`src/rtl/out_sel_arb.sv`:
```
// Shared-pin output selector: routes one of N_SRC sources to the FND/LED/UART TX pins,
// draining the outgoing UART frame and blanking for a guard period on every switch.
// Optional build macro: OUT_SEL_ARB_DRAIN_TIMEOUT_EN bounds DRAIN to DRAIN_MAX cycles.
module out_sel_arb #(
    parameter int unsigned N_SRC     = 3,
    parameter int unsigned FND_COM_W = 4,
    parameter int unsigned FND_W     = 8,
    parameter int unsigned LED_W     = 5,
    parameter int unsigned BLANK_CYC = 1000,
    parameter int unsigned DRAIN_MAX = 200000
) (
    input  logic                       clk,
    input  logic                       rst_n,
    input  logic [N_SRC-1:0]           start,
    input  logic                       stop,
    input  logic [N_SRC*FND_COM_W-1:0] src_fnd_com,
    input  logic [N_SRC*FND_W-1:0]     src_fnd,
    input  logic [N_SRC*LED_W-1:0]     src_led,
    input  logic [N_SRC-1:0]           src_tx,
    input  logic [N_SRC-1:0]           src_tx_busy,
    output logic [FND_COM_W-1:0]       fnd_com,
    output logic [FND_W-1:0]           fnd,
    output logic [LED_W-1:0]           led,
    output logic                       tx,
    output logic [N_SRC-1:0]           sel,
    output logic                       switching
);

    localparam int unsigned CNT_W = (BLANK_CYC > 1) ? $clog2(BLANK_CYC) : 1;
    localparam int unsigned IDX_W = (N_SRC > 1) ? $clog2(N_SRC) : 1;
    localparam logic [CNT_W-1:0] CNT_LOAD = CNT_W'(BLANK_CYC - 1);

    if (BLANK_CYC < 1 || DRAIN_MAX < 1) begin : g_param_chk
        $error("out_sel_arb: BLANK_CYC and DRAIN_MAX must be >= 1");
    end

    typedef enum logic [1:0] {IDLE, ACTIVE, DRAIN, BLANK} state_t;

    state_t               state_q, state_d;
    logic [N_SRC-1:0]     sel_d;
    logic                 pend_vld_q, pend_vld_d;
    logic [IDX_W-1:0]     pend_idx_q, pend_idx_d;
    logic [CNT_W-1:0]     cnt_q, cnt_d;
    logic [FND_COM_W-1:0] fnd_com_d;
    logic [FND_W-1:0]     fnd_d;
    logic [LED_W-1:0]     led_d;
    logic                 tx_d;
    logic                 switching_d;

    logic                 start_any;
    logic [IDX_W-1:0]     req_idx;
    logic                 req_vld;
    logic                 req_self;
    logic                 drain_to;

    logic [FND_COM_W-1:0] mux_com;
    logic [FND_W-1:0]     mux_fnd;
    logic [LED_W-1:0]     mux_led;
    logic                 mux_tx;
    logic                 busy_sel;

`ifdef OUT_SEL_ARB_DRAIN_TIMEOUT_EN
    localparam int unsigned DCNT_W = $clog2(DRAIN_MAX + 1);
    logic [DCNT_W-1:0] dcnt_q, dcnt_d;
    assign drain_to = (dcnt_q == DCNT_W'(DRAIN_MAX - 1));
`else
    assign drain_to = 1'b0;
`endif

    // Lowest set start bit wins; any start overrides stop.
    always_comb begin
        start_any = 1'b0;
        req_idx   = '0;
        for (int i = int'(N_SRC) - 1; i >= 0; i--) begin
            if (start[i]) begin
                start_any = 1'b1;
                req_idx   = IDX_W'(i);
            end
        end
    end

    assign req_vld  = start_any | stop;
    assign req_self = start_any & sel[req_idx];

    // Selected-source slice; one-hot sel makes the loop a plain mux.
    always_comb begin
        mux_com  = '1;
        mux_fnd  = '1;
        mux_led  = '0;
        mux_tx   = 1'b1;
        busy_sel = 1'b0;
        for (int unsigned i = 0; i < N_SRC; i++) begin
            if (sel[i]) begin
                mux_com  = src_fnd_com[i*FND_COM_W +: FND_COM_W];
                mux_fnd  = src_fnd[i*FND_W +: FND_W];
                mux_led  = src_led[i*LED_W +: LED_W];
                mux_tx   = src_tx[i];
                busy_sel = src_tx_busy[i];
            end
        end
    end

    always_ff @(posedge clk or negedge rst_n) begin
        if (!rst_n) begin
            state_q    <= IDLE;
            sel        <= '0;
            pend_vld_q <= 1'b0;
            pend_idx_q <= '0;
            cnt_q      <= '0;
            fnd_com    <= '1;
            fnd        <= '1;
            led        <= '0;
            tx         <= 1'b1;
            switching  <= 1'b0;
`ifdef OUT_SEL_ARB_DRAIN_TIMEOUT_EN
            dcnt_q     <= '0;
`endif
        end else begin
            state_q    <= state_d;
            sel        <= sel_d;
            pend_vld_q <= pend_vld_d;
            pend_idx_q <= pend_idx_d;
            cnt_q      <= cnt_d;
            fnd_com    <= fnd_com_d;
            fnd        <= fnd_d;
            led        <= led_d;
            tx         <= tx_d;
            switching  <= switching_d;
`ifdef OUT_SEL_ARB_DRAIN_TIMEOUT_EN
            dcnt_q     <= dcnt_d;
`endif
        end
    end

    always_comb begin
        state_d    = state_q;
        sel_d      = sel;
        pend_vld_d = pend_vld_q;
        pend_idx_d = pend_idx_q;
        cnt_d      = cnt_q;
        fnd_com_d  = '1;
        fnd_d      = '1;
        led_d      = '0;
        tx_d       = 1'b1;
`ifdef OUT_SEL_ARB_DRAIN_TIMEOUT_EN
        dcnt_d     = dcnt_q;
`endif

        unique case (state_q)
            IDLE: begin
                if (start_any) begin
                    state_d    = BLANK;
                    pend_vld_d = 1'b1;
                    pend_idx_d = req_idx;
                    cnt_d      = CNT_LOAD;
                end
            end
            ACTIVE: begin
                fnd_com_d = mux_com;
                fnd_d     = mux_fnd;
                led_d     = mux_led;
                tx_d      = mux_tx;
                if (req_vld && !req_self) begin
                    state_d    = DRAIN;
                    pend_vld_d = start_any;
                    pend_idx_d = req_idx;
`ifdef OUT_SEL_ARB_DRAIN_TIMEOUT_EN
                    dcnt_d     = '0;
`endif
                end
            end
            DRAIN: begin
                // Old source keeps the pins so its in-flight frame completes intact.
                fnd_com_d = mux_com;
                fnd_d     = mux_fnd;
                led_d     = mux_led;
                tx_d      = mux_tx;
                if (req_vld) begin
                    pend_vld_d = start_any;
                    pend_idx_d = req_idx;
                end
`ifdef OUT_SEL_ARB_DRAIN_TIMEOUT_EN
                dcnt_d = dcnt_q + DCNT_W'(1);
`endif
                if (!busy_sel || drain_to) begin
                    state_d = BLANK;
                    sel_d   = '0;
                    cnt_d   = CNT_LOAD;
                end
            end
            BLANK: begin
                if (req_vld) begin
                    pend_vld_d = start_any;
                    pend_idx_d = req_idx;
                end
                if (cnt_q == '0) begin
                    if (pend_vld_d) begin
                        state_d             = ACTIVE;
                        sel_d               = '0;
                        sel_d[pend_idx_d]   = 1'b1;
                    end else begin
                        state_d = IDLE;
                    end
                    pend_vld_d = 1'b0;
                end else begin
                    cnt_d = cnt_q - CNT_W'(1);
                end
            end
            default: state_d = IDLE;
        endcase

        switching_d = (state_d == DRAIN) || (state_d == BLANK);
    end

endmodule

```
`config.mk`:
```
export PLATFORM = sky130hd
export DESIGN_NAME = out_sel_arb
export DESIGN_NICKNAME = d
export VERILOG_FILES = /design/src/rtl/out_sel_arb.sv
export SDC_FILE = /design/constraint.sdc
export NUM_CORES = 1
export LEC_CHECK = 0
export ABC_AREA = 1
export CORE_ASPECT_RATIO = 0.9
export CORE_MARGIN = 5
export CORE_UTILIZATION = 48
export CTS_CLUSTER_DIAMETER = 120
export DETAILED_ROUTE_END_ITERATION = 8
export GPL_TIMING_DRIVEN = 0
export MAX_ROUTING_LAYER = met4
export PLACE_DENSITY = 0.86
export SLEW_MARGIN = 20
export SYNTH_ARGS = -nofsm -noshare
export SYNTH_HDL_FRONTEND = slang
export SYNTH_SLANG_ARGS = --single-unit
```
`constraint.sdc`:
```
create_clock -name clk -period 2.3 [get_ports clk]
set_input_delay 0.46 -clock clk [delete_from_list [all_inputs] [get_ports clk]]
set_output_delay 0.46 -clock clk [all_outputs]
set_load 0.01 [all_outputs]
```
==> out/metrics.cfg, run 1 <==
[synth]
synth_edf_count=0
ys_ff_latch=36
synth_top_area_frac=0.251
synth_flop_cell=dfrtp_1
synth_seq_area_share=0.401
yosys-top-cells-area=dfrtp_1 25%, dfstp_2 15%, nand2_1 14%
syn_area_mm2=0.00229
ys_warn_count=0
yosysUniqueCellTypes=32
async_flop_share=1.00
syn-num-nets=365
yosysTopAreaCell=dfrtp_1
syn_inst=295
syn_area_per_cell_um2=7.76

[detailed_routing]
routed_wirelength_um=6450
viasPerCell=5.16
met2WireLength_um=3180
post_drt_wl_per_cell_um=14.3
ant_nets=0
dr_wl_met3_um=346
vias=2320
route.detailed.drc=0
top_layer=met4
wl_met1_um=2840
drtIter0Drc=122
dr.pass1.iters=4

[setup_path]
worstSetupPathType=flip-flop to output pin
crit_arrival_ps=1370
cp_data_required_time_ps=1840
cp_top_family=buffers and inverters
path_buf_inv=1
worst-r2r-setup-slack_ps=500
cp_cell_sequence=clkdlybuf4s50_1
path_depth=1
slowest_delay_ps=600
crit_path_start_kind=flip-flop
r2r_cells=5
critPathMaxFanout=4
end_kind=output pin
rr_startpoint=state_q[1]
rr_endpoint=fnd[5]
cp_slowest_cell=clkdlybuf4s50_1

[cts]
clkSinkCount=36
cts_setup_buffers=0
cts.clk_slew.worst_paths_ps=80
tritoncts=built
cts-resized-gates=0
clk_latency_ps=290
h-tree-depth=2
cts_buffer_depth=2
cts_hold_buf=0
root_buffer=clkbuf_8
cts_buffers=5

[floorplan]
rows=23
die_area_mm2=0.00625
start_util=0.504
die_w_um=82.8
dieHeight_um=75.5
io-pin-count=85
core_mm2=0.00455

[place]
port_buffers=84
post-place-ws_ps=273
post-dp-hpwl_um=4950
gp_congestion=0.923

[grt]
grt_max_degree=29
grt.overflow.total=0
grt_pass1_wl_um=10700
grt_pass1_vias=2197
antenna_found_initial=0
gr-usage-all-layers=0.218

[sta]
tns_ps=0
timing.final.ws_setup_ps=472
hold_viol=0
slew_violations=0
max_freq_mhz=547
max_slew.worst_pin.slew_ps=472
finalCriticalPeriod_ps=1830
grt_setup_unrepaired=false
setup_viol=0
maxSlewHeadroom=0.685
skew_ps=9.61
period_share=0.795

[pwr]
combPwrFrac=0.117
p_clk_frac=0.359
p_sw_mw=0.266
switching_share=0.219
power_mw=1.22
p_seq_frac=0.525
power_density_mw_per_mm2=368
intPower_mw=0.949
leakage_nw=1.49
peakVddDrop_mv=0.363

[cells_and_area]
drive_gt1_frac=0.137
syn_to_final_growth_pct=44.3
n_antenna_cell=0
layout.nets=457

[hold_path]
hp-class=input pin to asynchronous set/reset pin

[run]
maxCapViolCount=0

[run_status]
status=finished clean

[cells in the mapped netlist, types with 2 or more instances]
library cell / number
nand2_1: 86
nand3_1: 36
inv_1: 26
dfrtp_1: 23
nor2_1: 19
a21oi_1: 13
dfstp_2: 13
o21ai_0: 13
o221ai_1: 13
o21ai_2: 10
clkbuf_1: 7
ha_1: 7
nand2_2: 4
inv_2: 3
nand2_4: 3
inv_6: 2
nor3_1: 2
[layout make-up]
| type | count | area, um^2 |
|---|---|---|
| well taps | 62 | 77.6 |
| flip-flops and latches | 36 | 917 |
| clock inverters | 1 | 5.00 |
| clock buffers | 7 | 76.3 |
| inverters | 31 | 126 |
| fillers | 362 | 1240 |
| multi-input cells | 217 | 1180 |
| repair buffers | 85 | 856 |
| plain buffers | 11 | 66.3 |
[worst max path at each step]
stage	from	endpoint	slack, ps
final	sel[0]	sel[0]	470
after global routing	state_q[1]	fnd[5]	350
after CTS	sel[0]	sel[0]	450
after detailed placement	start[1]	cnt_q[1]	270
after global placement	rst_n	led[3]	-70
after floorplan	cnt_q[0]	cnt_q[9]	780
[sequential cells by signal, indices dropped and copies added, names as in the netlist]
| register | flops |
|---|---|
| cnt_q | 10 |
| fnd | 8 |
| fnd_com | 4 |
| led | 5 |
| pend_idx_q | 2 |
| pend_vld_q | 1 |
| sel | 3 |
| state_q | 2 |
| tx | 1 |
[power by group through the flow]
stage          clock [mW]  sequential, mW  combinational [mW]
6_report            0.436           0.637               0.142
5_1_grt             0.482           0.637               0.154
4_1_cts             0.453           0.637               0.143
3_5_place_dp            0           0.649               0.142
3_3_place_gp            0           0.648               0.137
2_1_floorplan           0           0.648              0.0164
[stage by stage]
stage	utilization	cells	hold slack [ps]	cell area [um^2]
after global placement	0.706	441	458	3210
after CTS	0.727	450	256	3300
after detailed placement	0.709	442	464	3220
after floorplan	-	295	164	2290
final	0.727	450	252	3300
after global routing	0.727	450	265	3300
[per-layer routing]
metal | track usage | vias up
li1 | - | 1156
met1 | 0.266 | 1069
met2 | 0.371 | 87
met3 | 0.0486 | 8
met4 | 0.0581 | 0
met5 | - | -
[placed cells by master (no fill, tap or decap), types with 2 or more instances in the layout]
| cell type | n |
|---|---|
| nand2_1 | 86 |
| clkdlybuf4s50_1 | 83 |
| nand3_1 | 36 |
| inv_1 | 26 |
| dfrtp_1 | 23 |
| nor2_1 | 19 |
| o221ai_1 | 13 |
| a21oi_1 | 13 |
| o21ai_0 | 13 |
| dfstp_2 | 13 |
| o21ai_2 | 10 |
| clkbuf_1 | 9 |
| ha_1 | 7 |
| clkbuf_8 | 5 |
| nand2_2 | 4 |
| inv_2 | 3 |
| nand2_4 | 3 |
| inv_6 | 2 |
| buf_2 | 2 |
| nor3_1 | 2 |
| buf_12 | 2 |
[kinds of logic (layout without fill, tap and decap cells)]
kind of cell               count (synthesis)  in the layout  synth area share
and+or+nand+nor                          160            160             0.328
AOI/OAI and AO/OA                         50             50             0.149
buffers and inverters                     42            135            0.0842
DFF                                       36             36             0.401
adders and majority gates                  7              7            0.0382
No activity file was read; power rests on OpenSTA's default activity.
==> run 2: changes to the inputs <==
- CORE_UTILIZATION: 48 -> 45
- PLACE_DENSITY: 0.86 -> 0.81
- clock period: 2.3 -> 1.7 ns (I/O delays scaled with it)
==> run 2 against run 1 <==
  * Worst setup slack worse by 430 ps
  * Register-to-register slack worse by 400 ps
  * Non-clock buffer count up 3
  * Sequential power up 35%
  * Cell count up 1.3%
  * Utilization down 3.1 points
  * Hold slack better by 220 ps
  * Combinational power up 38%
  * Count of clock-buffer cells in the layout up 1
  * Via count down 0.30%
  * Power up 39%
  * Largest cell class unchanged
  * Highest routed layer unchanged
==> out/metrics.cfg, run 2 (same netlist as run 1, synthesis figures left out) <==
[run_status]
status=finished clean

[pwr]
switching_share=0.214  ; -0.00466
combPwrFrac=0.116  ; about the same
intPower_mw=1.33  ; +40%
p_seq_frac=0.509  ; -0.016
power_mw=1.69  ; +39%
p_clk_frac=0.375  ; +0.016
p_sw_mw=0.363  ; +36%
power_density_mw_per_mm2=497  ; +35%
leakage_nw=1.50  ; +0.56%
peakVddDrop_mv=0.497  ; +37%

[grt]
gr-usage-all-layers=0.207  ; -0.0111
antenna_found_initial=0  ; unchanged
grt.overflow.total=0  ; unchanged
grt_max_degree=24  ; -17%
grt_pass1_wl_um=10800  ; +0.65%
grt_pass1_vias=2268  ; +3.2%

[setup_path]
worst-r2r-setup-slack_ps=100  ; -400 ps
path_depth=1  ; unchanged
end_kind=output pin
cp_cell_sequence=clkdlybuf4s50_1
cp_slowest_cell=clkdlybuf4s50_1
cp_top_family=buffers and inverters
r2r_cells=10  ; +5
slowest_delay_ps=590  ; about the same
rr_endpoint=cnt_q[9]
worstSetupPathType=flip-flop to output pin
cp_data_required_time_ps=1360  ; -480 ps
path_buf_inv=1  ; unchanged
rr_startpoint=cnt_q[1]
crit_path_start_kind=flip-flop
cp-startpoint=sel[0]
critPathMaxFanout=4  ; unchanged
crit_arrival_ps=1320  ; -50 ps

[hold_path]
whs_endpoint=pend_idx_q[1]
hp-class=flip-flop to flip-flop
hp-start=pend_idx_q[1]
min_path_cells=2

[cells_and_area]
largest_reg_flops=10  ; unchanged
finalInstanceArea_mm2=0.00341  ; +3.1%
syn_to_final_growth_pct=48.8
n_antenna_cell=0  ; unchanged
seq_area_um2=918  ; +0.14%
top_regs=cnt_q: 10 flops, fnd: 8 flops, led: 5 flops
num-fill-cells=397  ; +9.7%
mostFrequentLayoutCells=86 x nand2_1, 70 x clkdlybuf4s50_1, 35 x nand3_1
layout_commonest_cell=nand2_1
postLayoutCoreUtil=0.696  ; -0.0307
drive_gt1_frac=0.166  ; +0.0296
top_register=cnt_q
finalNonFillerCells=456  ; +1.3%
layout.nets=460  ; +0.66%
multiInputGateArea_mm2=0.00120  ; +1.9%

[place]
port_buffers=84  ; unchanged
post-place-ws_ps=-200  ; -474 ps
post-dp-hpwl_um=5010  ; +1.1%
placed_area_mm2=0.00323  ; +0.35%
gp_congestion=0.932  ; +1.0%
dp_cells=445  ; +0.68%

[floorplan]
die_area_mm2=0.00662  ; +5.8%
io-pin-count=85  ; unchanged
start_util=0.468  ; -0.0358
rows=24  ; +4.3%
dieHeight_um=77.7  ; +2.8%
die_w_um=85.2  ; +2.9%
core_mm2=0.00489  ; +7.6%

[sta]
setup_viol=0  ; unchanged
maxSlewHeadroom=0.669  ; -0.0162
max_freq_mhz=603
timing.final.ws_setup_ps=42.9  ; -429 ps
slew_violations=0  ; unchanged
period_share=0.975
whs_ps=475  ; +222 ps
tns_ps=0  ; unchanged
finalCriticalPeriod_ps=1660
skew_ps=5.75  ; -3.86 ps
max_slew.worst_pin.slew_ps=496  ; +24.3 ps
grt_setup_unrepaired=false
hold_viol=0  ; unchanged

[cts]
cts_buffers=5  ; unchanged
tritoncts=built
cts.clk_slew.worst_paths_ps=70  ; about the same
clkSinkCount=36  ; unchanged
cts_buffer_depth=2  ; unchanged
clk_latency_ps=290  ; about the same
root_buffer=clkbuf_8
h-tree-depth=2  ; unchanged

[detailed_routing]
dr.pass1.iters=4  ; unchanged
routed_wirelength_um=6520  ; +1.2%
vias=2313  ; -0.30%
route.detailed.drc=0  ; unchanged
ant_nets=0  ; unchanged
post_drt_wl_per_cell_um=14.3  ; -0.17%
drtIter0Drc=98  ; -20%
viasPerCell=5.07  ; -1.6%

[run]
maxCapViolCount=0  ; unchanged

run 2: cell type report:
type	instances	area share
Buffer	10	0.0187
Clock buffer	8	0.0264
Inverter	31	0.0371
Multi-Input combinational cell	217	0.353
Sequential cell	36	0.270
Tap cell	65	0.0239
Timing Repair Buffer	89	0.271
run 2: power by group through the flow:
stage | Combinational [mW] | Clock (mW) | Sequential [mW]
global route | 0.214 | 0.691 | 0.862
global placement | 0.186 | 0 | 0.877
CTS | 0.198 | 0.657 | 0.862
finish | 0.196 | 0.634 | 0.862
detailed placement | 0.195 | 0 | 0.877
floorplan | 0.0221 | 0 | 0.877
run 2: how the worst max path moves through the flow:
| stage | endpoint | slack (ps) |
|---|---|---|
| after CTS | fnd[2] | 1 |
| after global routing | pend_vld_q | 1 |
| final | sel[0] | 40 |
| after floorplan | cnt_q[9] | 180 |
| after global placement | state_q[1] | -590 |
| after detailed placement | cnt_q[3] | -200 |
run 2: what timing repair did:
action | CTS | global route
endpoints found under the hold margin | 10 | 0
gates resized for setup | 5 | 19
endpoints found under the setup margin | 13 | 22
pin swaps | 1 | 2
hold buffers | 1 | 0
setup buffers | 1 | 2
run 2: per-layer routing:
layer  global-route usage  share of wire  up-vias
met5                    -              0        -
met4               0.0712          0.020        0
met3               0.0477          0.060       13
met2                0.349           0.51       75
met1                0.241           0.41     1060
li1                     -              -     1165
==> run 3: changes to the inputs <==
- CORE_UTILIZATION: 45 -> 46
- CTS_BUF_LIST: default -> sky130_fd_sc_hd__clkbuf_4 sky130_fd_sc_hd__clkbuf_8
- PLACE_DENSITY: 0.81 -> 0.83
==> run 3 against run 2 <==
  * Worst setup slack lost 8.1 ps
  * First-iteration DRC count up 9.2%
  * Hold slack improved by 6.5 ps
  * Largest cell class unchanged
  * Register-to-register slack about the same
  * Count of clock-buffer cells in the layout fell by 1
  * Flip-flop and latch count unchanged
  * Critical path depth is the same
  * Largest power group unchanged
  * Sequential share of layout area fell by 0.052 points
==> out/metrics.cfg, run 3 (same netlist as run 1, synthesis figures left out) <==
[run_status]
status=finished clean

[cells_and_area]
drive_gt1_frac=0.177  ; +0.0110
largest_reg_flops=10  ; unchanged
layout.nets=464  ; +0.87%
top_regs=cnt_q: 10 flops, fnd: 8 flops, led: 5 flops
layout_commonest_cell=nand2_1
finalNonFillerCells=460  ; +0.88%
syn_to_final_growth_pct=49.3
top_register=cnt_q
num-fill-cells=373  ; -6.0%
n_antenna_cell=0  ; unchanged
mostFrequentLayoutCells=86 x nand2_1, 73 x clkdlybuf4s50_1, 36 x nand3_1

[grt]
antenna_found_initial=0  ; unchanged
grt_pass1_wl_um=10700  ; -0.71%
grt.overflow.total=0  ; unchanged
grt_max_degree=24  ; unchanged
grt_pass1_vias=2176  ; -4.1%
gr-usage-all-layers=0.210  ; +0.00359

[sta]
max_freq_mhz=601  ; -0.48%
tns_ps=0  ; unchanged
maxSlewHeadroom=0.670  ; +0.000709
whs_ps=481  ; +6.52 ps
finalCriticalPeriod_ps=1670  ; +8.05 ps
slew_violations=0  ; unchanged
skew_ps=5.97  ; +0.215 ps
hold_viol=0  ; unchanged
max_slew.worst_pin.slew_ps=495  ; -1.06 ps
period_share=0.979  ; +0.00474
setup_viol=0  ; unchanged

[pwr]
power_density_mw_per_mm2=495  ; -0.43%
leakage_nw=1.52  ; +1.5%
peakVddDrop_mv=0.324  ; -35%

[place]
dp_cells=445  ; unchanged
post-dp-hpwl_um=5010  ; about the same
port_buffers=84  ; unchanged
gp_congestion=0.919  ; -1.4%

[setup_path]
worstSetupPathType=flip-flop to output pin
cp-startpoint=fnd[3]
rr_startpoint=cnt_q[0]
end_kind=output pin
path_buf_inv=1  ; unchanged
crit_path_start_kind=flip-flop
cp_slowest_cell=clkdlybuf4s50_1
cp_data_required_time_ps=1360  ; about the same
crit_arrival_ps=1330  ; about the same
critPathMaxFanout=1  ; -3
slowest_delay_ps=530  ; -60 ps
cp_cell_sequence=clkdlybuf4s50_1
cp_top_family=buffers and inverters

[hold_path]
hp-start=pend_idx_q[1]
hp-class=flip-flop to flip-flop

[detailed_routing]
dr.pass1.iters=4  ; unchanged
routed_wirelength_um=6660  ; +2.1%
drtIter0Drc=107  ; +9.2%
post_drt_wl_per_cell_um=14.5  ; +1.3%
vias=2336  ; +0.99%
viasPerCell=5.08  ; +0.12%
route.detailed.drc=0  ; unchanged
ant_nets=0  ; unchanged

[cts]
cts.clk_slew.worst_paths_ps=80  ; about the same
cts_buffers=5  ; unchanged
root_buffer=clkbuf_8
clkSinkCount=36  ; unchanged
cts_buffer_depth=2  ; unchanged
tritoncts=built
clk_latency_ps=290  ; about the same
h-tree-depth=2  ; unchanged

[floorplan]
die_area_mm2=0.00649  ; -1.9%
die_w_um=84.4  ; -0.96%
start_util=0.474  ; +0.00581
io-pin-count=85  ; unchanged
core_mm2=0.00483  ; -1.2%
dieHeight_um=76.9  ; -0.95%
rows=24  ; unchanged

[run]
maxCapViolCount=0  ; unchanged

run 3: timing repair:
item | 4_1_cts | 5_1_grt
pin swaps | 1 | 4
hold buffers | 1 | 0
gates resized for setup | 6 | 15
buffers inserted | 1 | 6
setup endpoints to repair | 14 | 23
endpoints found under the hold margin | 6 | 0
run 3: per-stage QoR:
step	area [um^2]	utilization	setup WS (ps)	total power, mW
6_report	3420	0.707	34.9	1.69
5_1_grt	3420	0.707	-7.13	1.77
3_3_place_gp	3210	0.664	-555	1.06
3_5_place_dp	3230	0.669	-206	1.07
2_1_floorplan	2290	-	180	0.899
4_1_cts	3340	0.691	0.281	1.71
run 3: metal layers:
layer  GRT usage  up-vias  routed length [um]
li1            -     1170                   -
met1       0.246     1086                2650
met2       0.352       65                3500
met3      0.0461       15                 315
met4      0.0823        0                 194
met5           -        -                   0
run 3: where the power goes:
part / total, mW / switching, mW / leakage (nW) / internal, mW
Sequential: 0.862 / 0.00140 / 0.398 / 0.861
Combinational: 0.201 / 0.0603 / 1.07 / 0.140
Clock: 0.629 / 0.309 / 0.0491 / 0.320
run 3: final timing paths:
path                            endpoint  slack (ps)  depth (start not counted)
min                        pend_idx_q[1]         480                          2
min reg2reg                pend_idx_q[1]         480                          2
max reg2reg                     cnt_q[0]         110                         10
max in group asynchronous             tx         690                          3
min in group asynchronous       cnt_q[8]         500                          2
max                               fnd[3]          30                          1
run 3: final cells by class:
| class | count | area [um^2] | share of cell area |
|---|---|---|---|
| inverter | 31 | 126 | 0.0370 |
| multi-input combinational | 217 | 1190 | 0.350 |
| tap | 65 | 81.3 | 0.0238 |
| buffer | 10 | 63.8 | 0.0187 |
| timing repair buffer | 93 | 943 | 0.276 |
| sequential | 36 | 920 | 0.269 |
| clock inverter | 1 | 5.00 | 0.00146 |
| clock buffer | 7 | 83.8 | 0.0245 |
